### src/rtl/layer_output_serializer.sv
// Collects one layer's parallel neuron outputs and streams them word-by-word into the
// next layer's serial input, with a one-vector pending buffer and a mandatory idle gap.
module layer_output_serializer #(
  parameter int NUM_NEURONS = 4,
  parameter int DATA_WIDTH  = 16
) (
  input  logic                              clk,
  input  logic                              rst,
  input  logic [NUM_NEURONS*DATA_WIDTH-1:0] in_data,
  input  logic [NUM_NEURONS-1:0]            in_valid_vec,
  output logic [DATA_WIDTH-1:0]             out_data,
  output logic                              out_valid,
  output logic                              out_last,
  output logic                              busy,
  output logic                              overflow,
  output logic                              misalign
);

  localparam int CW = (NUM_NEURONS > 1) ? $clog2(NUM_NEURONS) : 1;

  typedef enum logic [1:0] {IDLE, SHIFT, GAP} state_t;

  state_t                state;
  logic [CW-1:0]         cnt;
  logic [DATA_WIDTH-1:0] shift_buf [NUM_NEURONS];
  logic [DATA_WIDTH-1:0] pend_buf  [NUM_NEURONS];
  logic                  pend_full;

  logic capture;
  logic partial;
  logic last_word;
  logic load_shift_in;
  logic load_shift_pend;
  logic load_pend;

  // A capture in GAP with nothing pending loads straight into the shift buffer, which
  // keeps the pending buffer empty whenever the FSM reaches IDLE.
  always_comb begin
    capture         = &in_valid_vec;
    partial         = (|in_valid_vec) && !capture;
    last_word       = (cnt == CW'(NUM_NEURONS - 1));
    load_shift_in   = capture && ((state == IDLE) || ((state == GAP) && !pend_full));
    load_shift_pend = (state == GAP) && pend_full;
    load_pend       = capture && (state == SHIFT) && !pend_full;
  end

  // NOTE: the word buffers carry no reset; they are only read while the control state
  // marks them valid, so clearing them would add reset fan-out for no behavioural gain.
  always_ff @(posedge clk) begin
    for (int i = 0; i < NUM_NEURONS; i++) begin
      if (load_shift_in)
        shift_buf[i] <= in_data[i*DATA_WIDTH +: DATA_WIDTH];
      else if (load_shift_pend)
        shift_buf[i] <= pend_buf[i];
      if (load_pend)
        pend_buf[i] <= in_data[i*DATA_WIDTH +: DATA_WIDTH];
    end
  end

  always_ff @(posedge clk) begin
    if (rst) begin
      state     <= IDLE;
      cnt       <= '0;
      pend_full <= 1'b0;
      out_data  <= '0;
      out_valid <= 1'b0;
      out_last  <= 1'b0;
      busy      <= 1'b0;
      overflow  <= 1'b0;
      misalign  <= 1'b0;
    end else begin
      if (partial)
        misalign <= 1'b1;
      if (capture && (state != IDLE) && pend_full)
        overflow <= 1'b1;

      case (state)
        IDLE: begin
          out_data  <= '0;
          out_valid <= 1'b0;
          out_last  <= 1'b0;
          cnt       <= '0;
          busy      <= capture;
          if (capture)
            state <= SHIFT;
        end

        SHIFT: begin
          out_data  <= shift_buf[cnt];
          out_valid <= 1'b1;
          out_last  <= last_word;
          busy      <= 1'b1;
          if (load_pend)
            pend_full <= 1'b1;
          if (last_word) begin
            cnt   <= '0;
            state <= GAP;
          end else begin
            cnt <= cnt + CW'(1);
          end
        end

        GAP: begin
          out_data  <= '0;
          out_valid <= 1'b0;
          out_last  <= 1'b0;
          cnt       <= '0;
          busy      <= pend_full || capture;
          if (pend_full) begin
            pend_full <= 1'b0;
            state     <= SHIFT;
          end else if (capture) begin
            state <= SHIFT;
          end else begin
            state <= IDLE;
          end
        end

        default: begin
          out_data  <= '0;
          out_valid <= 1'b0;
          out_last  <= 1'b0;
          busy      <= 1'b0;
          state     <= IDLE;
        end
      endcase
    end
  end

endmodule

### config.mk
export PLATFORM = sky130hd
export DESIGN_NAME = layer_output_serializer
export DESIGN_NICKNAME = d
export VERILOG_FILES = /design/src/rtl/layer_output_serializer.sv
export SDC_FILE = /design/constraint.sdc
export NUM_CORES = 1
export LEC_CHECK = 0
export CORE_UTILIZATION = 30
export CTS_CLUSTER_SIZE = 40
export DETAILED_ROUTE_END_ITERATION = 8
export PLACE_DENSITY_LB_ADDON = 0.08
export SLEW_MARGIN = 40
export SYNTH_ARGS = -nofsm -noshare
export SYNTH_HDL_FRONTEND = slang
export SYNTH_SLANG_ARGS = --single-unit
export TNS_END_PERCENT = 20
### constraint.sdc
create_clock -name clk -period 7.5 [get_ports clk]
set_clock_uncertainty 0.2 [all_clocks]
set_input_delay 1.125 -clock clk [delete_from_list [all_inputs] [get_ports clk]]
set_output_delay 1.125 -clock clk [all_outputs]
set_load 0.03 [all_outputs]
Word-level counts from Yosys, hierarchy flattened. Memories as Yosys holds them, arrays and structs flattened. A register that Yosys moved wholly into a read port is not among the register bits. Cells that the tools add are included.

Bits in registers: 10. Latch bits: 0. Bits in writable memories: 128. Bits in read-only memories: 0. Output and inout bits: 21. Word-level logic and storage cells: 66. Memories: 2.

Memory list: pend_buf (words 4, bits a word 16, read ports 4, clocked after Yosys merged registers in 0, wr ports 4, line 26) `logic [DATA_WIDTH-1:0] pend_buf [NUM_NEURONS];`; shift_buf (words 4, bits a word 16, read ports 1, clocked after Yosys merged registers in 1, wr ports 4, line 25) `logic [DATA_WIDTH-1:0] shift_buf [NUM_NEURONS];`.

Add/subtract/negate cells: 1. Multipliers: 0. Divide/modulo/power cells: 0. $lt $le $gt $ge: 0. Equal/unequal tests: 6. Shift operators: 0. Mux-type cells: 22. Bitwise logic cells: 5. Reduce and logical (&&, ||, !) cells: 22.

Operators with widths (count): $mux W16 (4); $mux W1 (11); $logic_and A1 B1 Y1 (8); $mux W2 (3); $ne A2 B2 Y1 const B (3); $pmux W2 S3 (1); $reduce_bool A2 Y1 (3); $eq A2 B2 Y1 const B (2); $or A1 B1 Y1 (4); $pmux W2 S2 (1); $reduce_and A2 Y1 (2); $reduce_and A4 Y1 (1); $reduce_or A2 Y1 (2); $reduce_or A4 Y1 (1); $pmux W1 S3 (1); $add A2 B1 Y2 const B (1); $eq A2 B1 Y1 const B (1); $logic_not A1 Y1 (2); $logic_not A2 Y1 (1); $logic_or A1 B1 Y1 (2); $pmux W1 S2 (1); $not A1 Y1 (1).

Longest topological paths before layout.
Depth after elaboration: 7. Gate-level depth with buffers: 5. Mapped depth without buffers: 4.

Worst setup path after synthesis. Ideal clock, no wire load.

Kind: input to register. Start point: in in_valid_vec[2]. End point: reg busy. Library setup time: 0.078 ns. Arrival time: 6.430 ns. Data required time: 7.222 ns. Slack: 0.792 ns. Cell stages on the path: 3. Cells stage by stage: nand4_1 > o21ai_0 > o21ba_2.

Word-level cells in the longest chain between the ends: 3.

RTL lines: from (decl) (line 10) `input logic [NUM_NEURONS-1:0] in_valid_vec,`; $reduce_and A4 Y1 * (line 39) `capture = &in_valid_vec;`; $logic_or A1 B1 Y1 (line 108) `busy <= pend_full || capture;`; $pmux W1 S3 * (line 77) `case (state)`; to (signal assigned) (line 83) `busy <= capture;`; to (signal assigned) (line 108); to (decl) (line 14) `output logic busy,`.

Mark *: on every way between the ends. The rest lies on a longest branch, timed or not. A chain may end at the register's enable or synchronous reset.

==> results.md <==
* Status: finished clean
* CP startpoint kind: primary input
* Critical path fanouts, max at 64
* Number of synthesized register bits at 154
* Fin crit share at 36.9%
* Synthesized net count at 365
* Clock transition at path regs at 0.06 ns
* FFs w/ async S/R, synth at 0%
* Die ar. at 20200 sq um
* Pins over their slew limit at 0
* PnR Total Power at 1.84 mW
* Die Width at 142 um
* CP required at 7.34 ns
* WP data arrival at 2.61 ns
* Register area share after synthesis at 74.0%
* Peak supply drop at 0.153 mV
* Largest family of logic cells by synthesized area: multiplexers
* CP delay by family, top: buffers and inverters
* Top cell type's share of synthesized area at 65.2%
* Count leader, synth: edfxtp_1
* Max incr delay on CP at 0.52 ns
* Main synth FF type: edfxtp_1
* # hold bufs at CTS at 0
* GPL Wtd Cong at 0.680
* Slew HR at 54.6%
* Syn Inst Count at 294
* Via count at 2868
* Core Region at 19000 sq um
* EDFF count, synth at 128
* DR iter-0 viols at 87
* Final Worst Setup Slack at 4.73 ns
* R2R cell count at 4
* Largest net degree at the start of global routing at 67
* Buf+Inv Stages, Crit Path at 2
* WP depth at 5
* Number of nets in the layout at 465
* Finished Layout Cells at 667
* Critical path type: in2reg
* Clock Sinks at 154
* Post-synthesis mux area share at 19.0%
* Yosys cell types at 30
* GRT Total Usage at 11.2%
* Simple-Gate Fraction of Synth Area at 3.56%
* Post-CTS Setup Bufs at 0
* Area growth syn-to-layout at 29.3%
* CP endpoint kind: flip-flop
* Mapped Area at 5900 sq um
* Hold Crit Class: reg2reg
* Yosys warns at 0
* Ports at 91
* First-pass GRT wire length at 16300 um
* Layout Utilization at 40.1%
* Total CTS buffers at 17
* Share of layout cells above drive strength 1 at 27.8%
* Routed WL at 10600 um
* Yosys top cell by area: edfxtp_1
* CTS resizes at 0
* Worst Hold Path Cells at 2
* Die Height at 142 um
* XOR/XNOR share of the synthesized area at 0%
* Initial Util at 31.0%
* Site Rows at 50
* CTS tree: done
* Slowest CP cell: buf_6
* Top cells by area, synth: edfxtp_1, mux2_2, dfxtp_1, mux4_1, mux4_2
* Max Clk Rate at 361 MHz
* Pwr dens at 241 nW/um^2
* DR pass1 iterations at 4
* WL per Instance at 15.9 um
* Synth Area in Compound Gates at 0.976%
* Root Buffer: clkbuf_16
* Vias in the first global route at 2936
* Gr ovfl total at 0
* Depth of the CTS H-tree at 4
* Initial antenna violation count at 1
* Vias per inst at 4.30
* Post-synthesis adder-cell area fraction at 0.212%
* MaxCap Viol Count at 0
* Crit-path cells: clkdlybuf4s50_1 -> and4_1 -> nand2_1 -> nor2_4 -> buf_6
* Worst Max-Slew Pin Slew at 0.682 ns
* RSZ-0062 raised after global routing: no
* Clock Tree Buf Depth at 2
* Final min period at 2.77 ns
* Final HPWL DP at 6340 um
* Synth top cells by count: edfxtp_1, mux2_2, dfxtp_1, nor2b_1
* DRC Markers at 0
* Pre-CTS setup slack at 4.20 ns
* Post-Syn Area per Cell at 20.1 sq um
* Number of diodes at 0
* PortBufs at 90
* ANT nets after route at 0
* Dpl cells at 635
* Final setup fails at 0
* Leak pwr at 2.50 nW
* Setup TNS at 0 ns
* Clk_lat worst skew at 0.41 ns
* Final Hold Vio Count at 0
-- layout by cell type, fill, tap and decap left out, types with 3 or more instances in the layout --
| master | Yosys | layout |
|---|---|---|
| a21oi_1 | 4 | 4 |
| clkbuf_1 | 0 | 4 |
| clkbuf_16 | 0 | 17 |
| clkdlybuf4s50_1 | 0 | 90 |
| clkinv_2 | 0 | 5 |
| dfxtp_1 | 26 | 24 |
| edfxtp_1 | 128 | 128 |
| inv_1 | 3 | 3 |
| mux2_2 | 64 | 64 |
| mux4_1 | 8 | 8 |
| mux4_2 | 8 | 8 |
| nor2_1 | 7 | 6 |
| nor2b_1 | 14 | 14 |
-- tightest hold or removal path, cell delays in order, from the launching register on --
cell and delay, ns:
dfxtp_1 0.33, a21oi_1 0.04, nor2_1 0.07
-- flip-flops by register name (all words and copies together) (netlist names) --
signal / cells
misalign: 1
pend_buf: 64
out_valid: 1
overflow: 1
busy: 1
out_last: 1
state: 2
cnt: 2
pend_full: 1
out_data: 16
shift_buf: 64
-- layer usage --
metal / track usage [%] / up-vias / share of wire, %
met5: 0 / - / 0.12
met4: 4.41 / 2 / 1.3
met3: 4.17 / 11 / 4.6
met2: 17.4 / 61 / 48
met1: 14.1 / 1440 / 46
li1: - / 1354 / -
-- layout make-up --
type	instances	area (sq um)
fillers	1776	11400
multi-input cells	124	1420
repair buffers	94	938
clock buffers	23	468
flip-flops and latches	154	4370
well taps	260	325
clock inverters	9	97.6
inverters	3	11.3
-- power breakdown --
| group | switching [mW] | leakage [nW] | internal, mW |
|---|---|---|---|
| logic | 0.0262 | 0.849 | 0.0529 |
| registers | 0.00374 | 1.37 | 0.936 |
| clock network | 0.316 | 0.282 | 0.504 |
| total | 0.346 | 2.50 | 1.49 |
-- through the flow --
step	instance area (sq um)	hold slack [ns]
global placement	7050	0.253
CTS	7620	0.287
global route	7630	0.312
detailed placement	7060	0.270
finish	7630	0.277
floorplan	5900	0.274
-- cell families after synthesis --
family | count (synthesis)
adders and majority gates | 1
and+or+nand+nor | 33
muxes | 81
AOI/OAI and AO/OA | 9
buffers and inverters | 16
DFF | 154
-- path summary, 6_finish.rpt --
check / startpoint / end / slack (ns)
worst max register to register: state[1]$_SDFFE_PP0P_ / shift_buf[3][4]$_DFFE_PP_ / 5.37
worst max-delay path: in_valid_vec[2] / pend_buf[0][6]$_DFFE_PP_ / 4.73
worst min-delay path: misalign$_SDFFE_PP0P_ / misalign$_SDFFE_PP0P_ / 0.28
worst min register to register: misalign$_SDFFE_PP0P_ / misalign$_SDFFE_PP0P_ / 0.28
(Power assumes the default switching activity.)
